`config.mk`:
```
export PLATFORM = sky130hd
export DESIGN_NAME = i2s_sample_tx
export DESIGN_NICKNAME = d
export VERILOG_FILES = /design/src/rtl/i2s_sample_tx.sv
export SDC_FILE = /design/constraint.sdc
export NUM_CORES = 1
export LEC_CHECK = 0
export ABC_AREA = 1
export CAP_MARGIN = 20
export CORE_MARGIN = 2
export CORE_UTILIZATION = 59
export CTS_CLUSTER_SIZE = 8
export DETAILED_ROUTE_END_ITERATION = 10
export PLACE_DENSITY = 0.94
export SLEW_MARGIN = 20
export SYNTH_ARGS = -nofsm -noshare
export SYNTH_HDL_FRONTEND = slang
export SYNTH_SLANG_ARGS = --single-unit
export TNS_END_PERCENT = 1
```
`constraint.sdc`:
```
create_clock -name clk -period 4.1 [get_ports clk]
set_clock_uncertainty 0.1 [all_clocks]
set_input_delay 0.82 -clock clk [delete_from_list [all_inputs] [get_ports clk]]
set_output_delay 0.82 -clock clk [all_outputs]
set_load 0.01 [all_outputs]
```
`src/rtl/i2s_sample_tx.sv`:
```
// i2s_sample_tx: buffers a mono sample stream and serialises it onto a Philips-I2S link
// Ports: clk, reset (sync, active-high); sample_valid/sample input strobe and data;
//   i2s_bclk/i2s_lrclk/i2s_sdata serial link (mono duplicated into both slots);
//   underrun/overrun one-cycle event pulses;
//   underrun_count/overrun_count saturating event counters, only with I2S_TX_STATUS_EN defined.
module i2s_sample_tx #(
    parameter int SAMPLE_WIDTH = 16,
    parameter int SLOT_WIDTH   = 32,
    parameter int BCLK_DIV     = 4
) (
    input  logic                    clk,
    input  logic                    reset,
    input  logic                    sample_valid,
    input  logic [SAMPLE_WIDTH-1:0] sample,
    output logic                    i2s_bclk,
    output logic                    i2s_lrclk,
    output logic                    i2s_sdata,
    output logic                    underrun,
    output logic                    overrun
`ifdef I2S_TX_STATUS_EN
    ,
    output logic [15:0]             underrun_count,
    output logic [15:0]             overrun_count
`endif
);
    localparam int DW = $clog2(BCLK_DIV);
    localparam int BW = $clog2(2 * SLOT_WIDTH);
    localparam logic [BW-1:0] LAST = BW'(2 * SLOT_WIDTH - 1);
    typedef enum logic {EMPTY, FULL} state_t;
    state_t state, state_n;
    logic [DW-1:0] div_cnt, div_n;
    logic [BW-1:0] bit_cnt, bit_n, pos;
    logic [SAMPLE_WIDTH-1:0] pending, pending_n, frame_sample, frame_n, shifted;
    logic fe, load;
    always_comb begin
        fe = div_cnt == DW'(BCLK_DIV - 1);
        div_n = fe ? '0 : div_cnt + DW'(1);
        load = fe && bit_cnt == LAST;
        bit_n = fe ? (load ? '0 : bit_cnt + BW'(1)) : bit_cnt;
        pos = int'(bit_n) >= SLOT_WIDTH ? bit_n - BW'(SLOT_WIDTH) : bit_n;
        // A frame load takes the old pending value; a same-cycle sample refills pending.
        frame_n = load && state == FULL ? pending : frame_sample;
        // Positions past the sample width shift everything out, yielding zero padding.
        shifted = frame_n << pos;
        state_n = sample_valid ? FULL : load ? EMPTY : state;
        pending_n = sample_valid ? sample : pending;
    end
    always_ff @(posedge clk) begin
        if (reset)
            state <= EMPTY;
        else
            state <= state_n;
    end
    always_ff @(posedge clk) begin
        if (reset) begin
            div_cnt      <= '0;
            bit_cnt      <= '0;
            pending      <= '0;
            frame_sample <= '0;
            i2s_bclk     <= 1'b0;
            i2s_lrclk    <= 1'b0;
            i2s_sdata    <= 1'b0;
            underrun     <= 1'b0;
            overrun      <= 1'b0;
        end else begin
            div_cnt      <= div_n;
            bit_cnt      <= bit_n;
            pending      <= pending_n;
            frame_sample <= frame_n;
            i2s_bclk     <= int'(div_n) >= BCLK_DIV / 2;
            underrun     <= load && state == EMPTY;
            overrun      <= sample_valid && state == FULL && !load;
            if (fe) begin
                // Word select leads the slot MSB by one bit period.
                i2s_lrclk <= bit_n != LAST && int'(bit_n) + 1 >= SLOT_WIDTH;
                i2s_sdata <= shifted[SAMPLE_WIDTH-1];
            end
        end
    end
`ifdef I2S_TX_STATUS_EN
    always_ff @(posedge clk) begin
        if (reset) begin
            underrun_count <= '0;
            overrun_count  <= '0;
        end else begin
            if (underrun && underrun_count != 16'hFFFF)
                underrun_count <= underrun_count + 16'd1;
            if (overrun && overrun_count != 16'hFFFF)
                overrun_count <= overrun_count + 16'd1;
        end
    end
`endif
endmodule

```
==> results of run 1 <==
## sequential cells by signal, summed over array words and instances, names as in the netlist
signal and count:
overrun 1, div_cnt 1, i2s_sdata 1, bit_cnt 6
i2s_bclk 1, pending 16, state 1, i2s_lrclk 1
frame_sample 16, underrun 1
## how the worst min path moves through the flow
| stage | end | slack (ns) |
|---|---|---|
| detailed placement | div_cnt[0]$_SDFF_PP0_ | 0.33 |
| finish | div_cnt[0]$_SDFF_PP0_ | 0.37 |
| global placement | div_cnt[0]$_SDFF_PP0_ | 0.32 |
| CTS | pending[7]$_SDFFE_PP0P_ | 0.37 |
| global route | pending[4]$_SDFFE_PP0P_ | 0.39 |
| floorplan | div_cnt[0]$_SDFF_PP0_ | 0.30 |
## cells by family (layout without fill, tap and decap cells)
group	after synthesis	count (layout)	share of synthesized area [%]
AO/OA/AOI/OAI	40	40	10.96
XOR/XNOR	2	2	0.8823
adder cells (fa/ha/maj)	2	2	1.260
buffers and inverters	48	70	9.956
flip-flops	45	45	45.37
AND/OR/NAND/NOR	141	141	31.57
## Yosys cell counts, types with 2 or more instances
cell / count
a21oi_1: 13
nor3_1: 4
nor2_1: 48
nand3b_1: 4
buf_2: 2
nor2_4: 2
buf_6: 2
o21ai_0: 20
nand2_1: 55
inv_1: 35
o21ai_1: 4
ha_1: 2
dfxtp_1: 45
inv_2: 2
nand3_1: 22
clkbuf_1: 6
## per-layer routing
layer	wire length [µm]	vias up	global-route usage, %
li1	-	912	-
met1	1777	796	31.01
met2	1954	49	37.80
met3	177	11	6.832
met4	108	0	10.94
met5	0	-	0
## through the flow
step | instances | setup slack (ns) | cell area (µm²) | util, % | power, µW
finish | 346 | 1.815 | 2296 | 69.90 | 794.4
global route | 346 | 1.598 | 2296 | 69.90 | 831.4
CTS | 346 | 1.805 | 2296 | 69.90 | 799.2
detailed placement | 338 | 1.411 | 2226 | 67.77 | 567.6
global placement | 338 | 1.580 | 2226 | 67.77 | 562.5
floorplan | 278 | 2.342 | 1986 | - | 531.0
## power breakdown
| part | total [µW] | switching (µW) | leakage (µW) | internal [µW] |
|---|---|---|---|---|
| combinational | 95.1 | 53.0 | 0.000574 | 42.1 |
| clock | 234 | 134 | 0.0000413 | 99.5 |
| sequential | 465 | 10.9 | 0.000368 | 455 |
| total | 794 | 198 | 0.000983 | 596 |
## area by class of cell
| cell class | instances | area [µm²] |
|---|---|---|
| repair buffers | 24 | 237.7 |
| multi-input cells | 185 | 887.1 |
| well taps | 46 | 57.56 |
| clock buffers | 7 | 65.06 |
| clock inverters | 1 | 5.005 |
| fillers | 275 | 988.4 |
| flip-flops and latches | 45 | 900.9 |
| inverters | 38 | 142.6 |
## worst max-delay path, delay by kind of cell
kind / cells / cell delay, ns
buf+inv: 2 / 1.13
compound gates: 2 / 0.46
==> impl_metrics.json, run 1 <==
{
  "diodes": 0,
  "postCtsSetupBuffers": 0,
  "final_common_cell": "nand2_1",
  "antenna_found_initial": 0,
  "slowest_stage": "clkdlybuf4s50_1",
  "hp-start": "div_cnt[0]$_SDFF_PP0_",
  "drive_gt1_share_pct": 6.667,
  "fin_crit_ns": 2.285,
  "yosys.area.top_type": "dfxtp_1",
  "cp_max_fo": 28,
  "cap_violations": 0,
  "r2r_end": "i2s_sdata$_SDFFE_PP0N_",
  "numPortBuffers": 23,
  "reg2reg_depth": 12,
  "netlist_area_um2": 1986,
  "cp-end-kind": "register",
  "wl_um": 4017,
  "syn_avg_cell_area_um2": 7.143,
  "synth-async-reset-ratio_pct": 0,
  "start_util_pct": 60.46,
  "fmax_mhz": 437.6,
  "finalNetCount": 320,
  "grt_pass1_wl_um": 6782,
  "crit_chain": "clkdlybuf4s50_1 > clkinv_1 > o21ai_0 > a21oi_1",
  "fin_setup_tns_ns": 0,
  "cts_buffer_depth": 2,
  "final_antenna_net_count": 0,
  "required_ns": 4.23,
  "root_buffer": "clkbuf_4",
  "core_area_um2": 3284,
  "rrSetupSlack_ns": 1.83,
  "whs_ns": 0.3703,
  "grt_max_degree": 31,
  "rsz0062_at_grt": "no",
  "ir_drop_mv": 0.2891,
  "ys_ff_latch": 45,
  "drtIter0Drc": 79,
  "crit_type": "input port to register",
  "track_usage_pct": 24.18,
  "cp.arrival_ns": 2.42,
  "critPathLaunchType": "input port",
  "ys_types": 28,
  "synthTopCellsByArea": "dfxtp_1 45%, nand2_1 10%, nor2_1 9.1%",
  "clock_latency_ns": 0.35,
  "worst_pin_slew_ns": 0.6331,
  "fp-row-count": 21,
  "dr.pass1.iters": 8,
  "slew_headroom_pct": 57.53,
  "seq_area_frac_synth_pct": 45.37,
  "report.final.slew_viol_count": 0,
  "endpoint": "pending[11]$_SDFFE_PP0P_",
  "synthesis.nets": 299,
  "syn_inst": 278,
  "io_pins": 24,
  "finalSetupViolCount": 0,
  "hold_depth": 1,
  "synth-edff-count": 0,
  "powerDensity_nw_per_um2": 346.0,
  "hpwl_um": 2815,
  "cts.sinks": 45,
  "path_clk_slew_ns": 0.12,
  "wl_per_cell_um": 11.61,
  "viasPerCell": 5.110,
  "die-area_um2": 3846,
  "crit_start": "sample_valid",
  "h-tree-depth": 2,
  "finalHoldViolCount": 0,
  "num_vias": 1768,
  "post-route-drc-count": 0,
  "synth_ff_type": "dfxtp_1",
  "grt_overflow_total": 0,
  "fp.dieH_um": 62.02,
  "first_global_vias": 1541,
  "holdBufCountCts": 0,
  "gp_congestion": 0.8778,
  "leakage_uw": 0.0009828,
  "die_w_um": 62.02,
  "fin_crit_sh_pct": 55.74,
  "cts_buffers": 5,
  "mostFrequentLayoutCells": "55 x nand2_1, 48 x nor2_1, 45 x dfxtp_1",
  "critical-path-max-stage-delay_ns": 0.57,
  "r2r-start": "div_cnt[0]$_SDFF_PP0_",
  "syn_to_final_growth_pct": 15.63,
  "cts_resized": 0,
  "cts_tree": "yes",
  "ys_warn_count": 0,
  "status": "completed",
  "hp-class": "register to register",
  "yosysTopAreaCellShare_pct": 45.37
}
No activity file was read; power rests on OpenSTA's default activity.
==> run 2: changes to the inputs <==
- CORE_UTILIZATION: 59 -> 49
- PLACE_DENSITY: 0.94 -> 0.84
- clock period: 4.1 -> 1.9 ns (I/O delays scaled with it)
==> run 2 against run 1 <==
Worst hold slack got worse by 0.031 ns. Sequential share of layout area decreased by 2.9 points. Via count rose by 0.40%. Register-to-register slack got worse by 1.8 ns. Worst setup slack lost 1.8 ns. Critical path depth is 7 higher. Global-route usage down 3.5 points. Clock-buffer cell count unchanged. Combinational power up 150%. Routed wire length up 4.8%. Total power up 130%. Critical path type is now register to register. Highest routed layer unchanged.
==> impl_metrics.json, run 2 (synthesized netlist as in run 1, its figures left out) <==
{
  "final_common_cell": "nand2_1",
  "start_util_pct": 50.36,
  "final_antenna_net_count": 0,
  "power_frac_seq_pct": 55.1,
  "wl_um": 4209,
  "wl_per_cell_um": 11.56,
  "comb_power_share_pct": 12.9,
  "cts_buffer_depth": 2,
  "dr.pass1.iters": 4,
  "grt_overflow_total": 0,
  "io_pins": 24,
  "finalSetupViolCount": 0,
  "cts.sinks": 45,
  "die-area_um2": 4578,
  "core_area_um2": 3943,
  "cp-end-kind": "register",
  "report.final.slew_viol_count": 0,
  "num_vias": 1775,
  "gp_congestion": 0.9076,
  "track_usage_pct": 20.64,
  "rsz0062_at_grt": "yes",
  "rrSetupSlack_ns": 0.04,
  "syn_to_final_growth_pct": 25.20,
  "fin_ws_ns": 0.03773,
  "h-tree-depth": 2,
  "worst_pin_slew_ns": 0.4192,
  "p_clk_share_pct": 32.0,
  "p_sw_uw": 465.2,
  "post-route-drc-count": 0,
  "grt_pass1_wl_um": 7038,
  "switching_share_pct": 25.55,
  "largestRegisters": "frame_sample: 16 flops, pending: 16 flops, bit_cnt: 6 flops",
  "fmax_mhz": 537.0,
  "die_w_um": 67.66,
  "cp_max_fo": 4,
  "fp.dieH_um": 67.66,
  "finalNetCount": 334,
  "hpwl_um": 2808,
  "cp.arrival_ns": 1.97,
  "internal_power_uw": 1356,
  "cts_buffers": 5,
  "required_ns": 2.01,
  "cts_tree": "yes",
  "p_total_uw": 1821,
  "antenna_found_initial": 0,
  "path_clk_slew_ns": 0.09,
  "grt_max_degree": 30,
  "clock_latency_ns": 0.30,
  "register_area_um2": 904.6,
  "slew_headroom_pct": 71.85,
  "hp-class": "register to register",
  "cap_violations": 0,
  "first_global_vias": 1621,
  "mostFrequentLayoutCells": "55 x nand2_1, 48 x nor2_1, 42 x dfxtp_1",
  "numPortBuffers": 23,
  "dp.cells": 353,
  "drtIter0Drc": 82,
  "multiInputGateArea_um2": 933.4,
  "drive_gt1_share_pct": 13.06,
  "ir_drop_mv": 0.5691,
  "fin_crit_ns": 1.862,
  "pre_cts_slack_ns": -0.05928,
  "status": "completed",
  "leakage_uw": 0.001044,
  "root_buffer": "clkbuf_8",
  "finalHoldViolCount": 0,
  "powerDensity_nw_per_um2": 732.4,
  "viasPerCell": 4.876,
  "fill_cells": 317,
  "fp-row-count": 23,
  "crit_type": "register to register",
  "whs_ns": 0.3397,
  "diodes": 0,
  "final_cells": 364,
  "critPathLaunchType": "register",
  "fin_crit_sh_pct": 98.01
}
[run 2: changes by cell type in the layout (fill, tap and decap cells not counted), sizes merged]
cell	delta
clkinv	-1
buf	+14
clkinvlp	+1
[run 2: worst paths after layout]
check / start / to / cells after the start
hold / removal: div_cnt[0]$_SDFF_PP0_ / div_cnt[0]$_SDFF_PP0_ / 1
hold reg to reg: div_cnt[0]$_SDFF_PP0_ / div_cnt[0]$_SDFF_PP0_ / 1
setup reg to reg: bit_cnt[0]$_SDFF_PP0_ / i2s_sdata$_SDFFE_PP0N_ / 11
setup / recovery: bit_cnt[0]$_SDFF_PP0_ / i2s_sdata$_SDFFE_PP0N_ / 11
[run 2: area by class of cell]
cell class | count | area share [%]
multi-input cells | 185 | 37.54
clock buffers | 7 | 3.070
inverters | 38 | 5.737
clock inverters | 1 | 0.3020
flip-flops and latches | 45 | 36.39
well taps | 50 | 2.516
repair buffers | 38 | 14.44
[run 2: power by group through the flow]
stage	combinational [µW]	clock, µW	sequential [µW]
final	235	582	1000
after global routing	265	624	1010
after CTS	233	579	1000
after detailed placement	225	0	1020
after global placement	219	0	1020
after floorplan	128	0	1020
[run 2: repair_timing]
item                                    in CTS  in global routing
endpoints found under the setup margin       2                  2
hold buffers                                 0                  0
pin swaps                                    0                  2
resized for setup                            7                  7
buffers inserted                             0                  3
[run 2: per-stage QoR]
step	area (µm²)	util [%]	setup TNS, ns
final	2486	63.06	0
after global routing	2486	63.06	-0.09942
after CTS	2429	61.60	0
after detailed placement	2326	59.00	-0.1071
after global placement	2326	59.00	0
after floorplan	1986	-	0
[run 2: worst max-delay path, stage by stage, from the launching register on]
cell and delay [ns]:
dfxtp_1 0.41, ha_4 0.18, nand3_4 0.09, inv_2 0.10
nand2_1 0.13, a21o_2 0.26, nor2_1 0.16, nor2_1 0.08
nand2_1 0.06, nand3_1 0.07, nand3_1 0.08, nand2_1 0.05
[run 2: routing by layer]
metal	vias to the layer above	global-route usage, %	share of wire, %
met5	-	0	0
met4	0	8.418	1.7
met3	6	4.500	3.2
met2	37	35.42	50
met1	790	24.82	46
li1	942	-	-
==> run 3: changes to the inputs <==
- SLEW_MARGIN: 20 -> not set
==> results of run 3 <==
Final layout, timing and power as in run 2 (identical DEF).
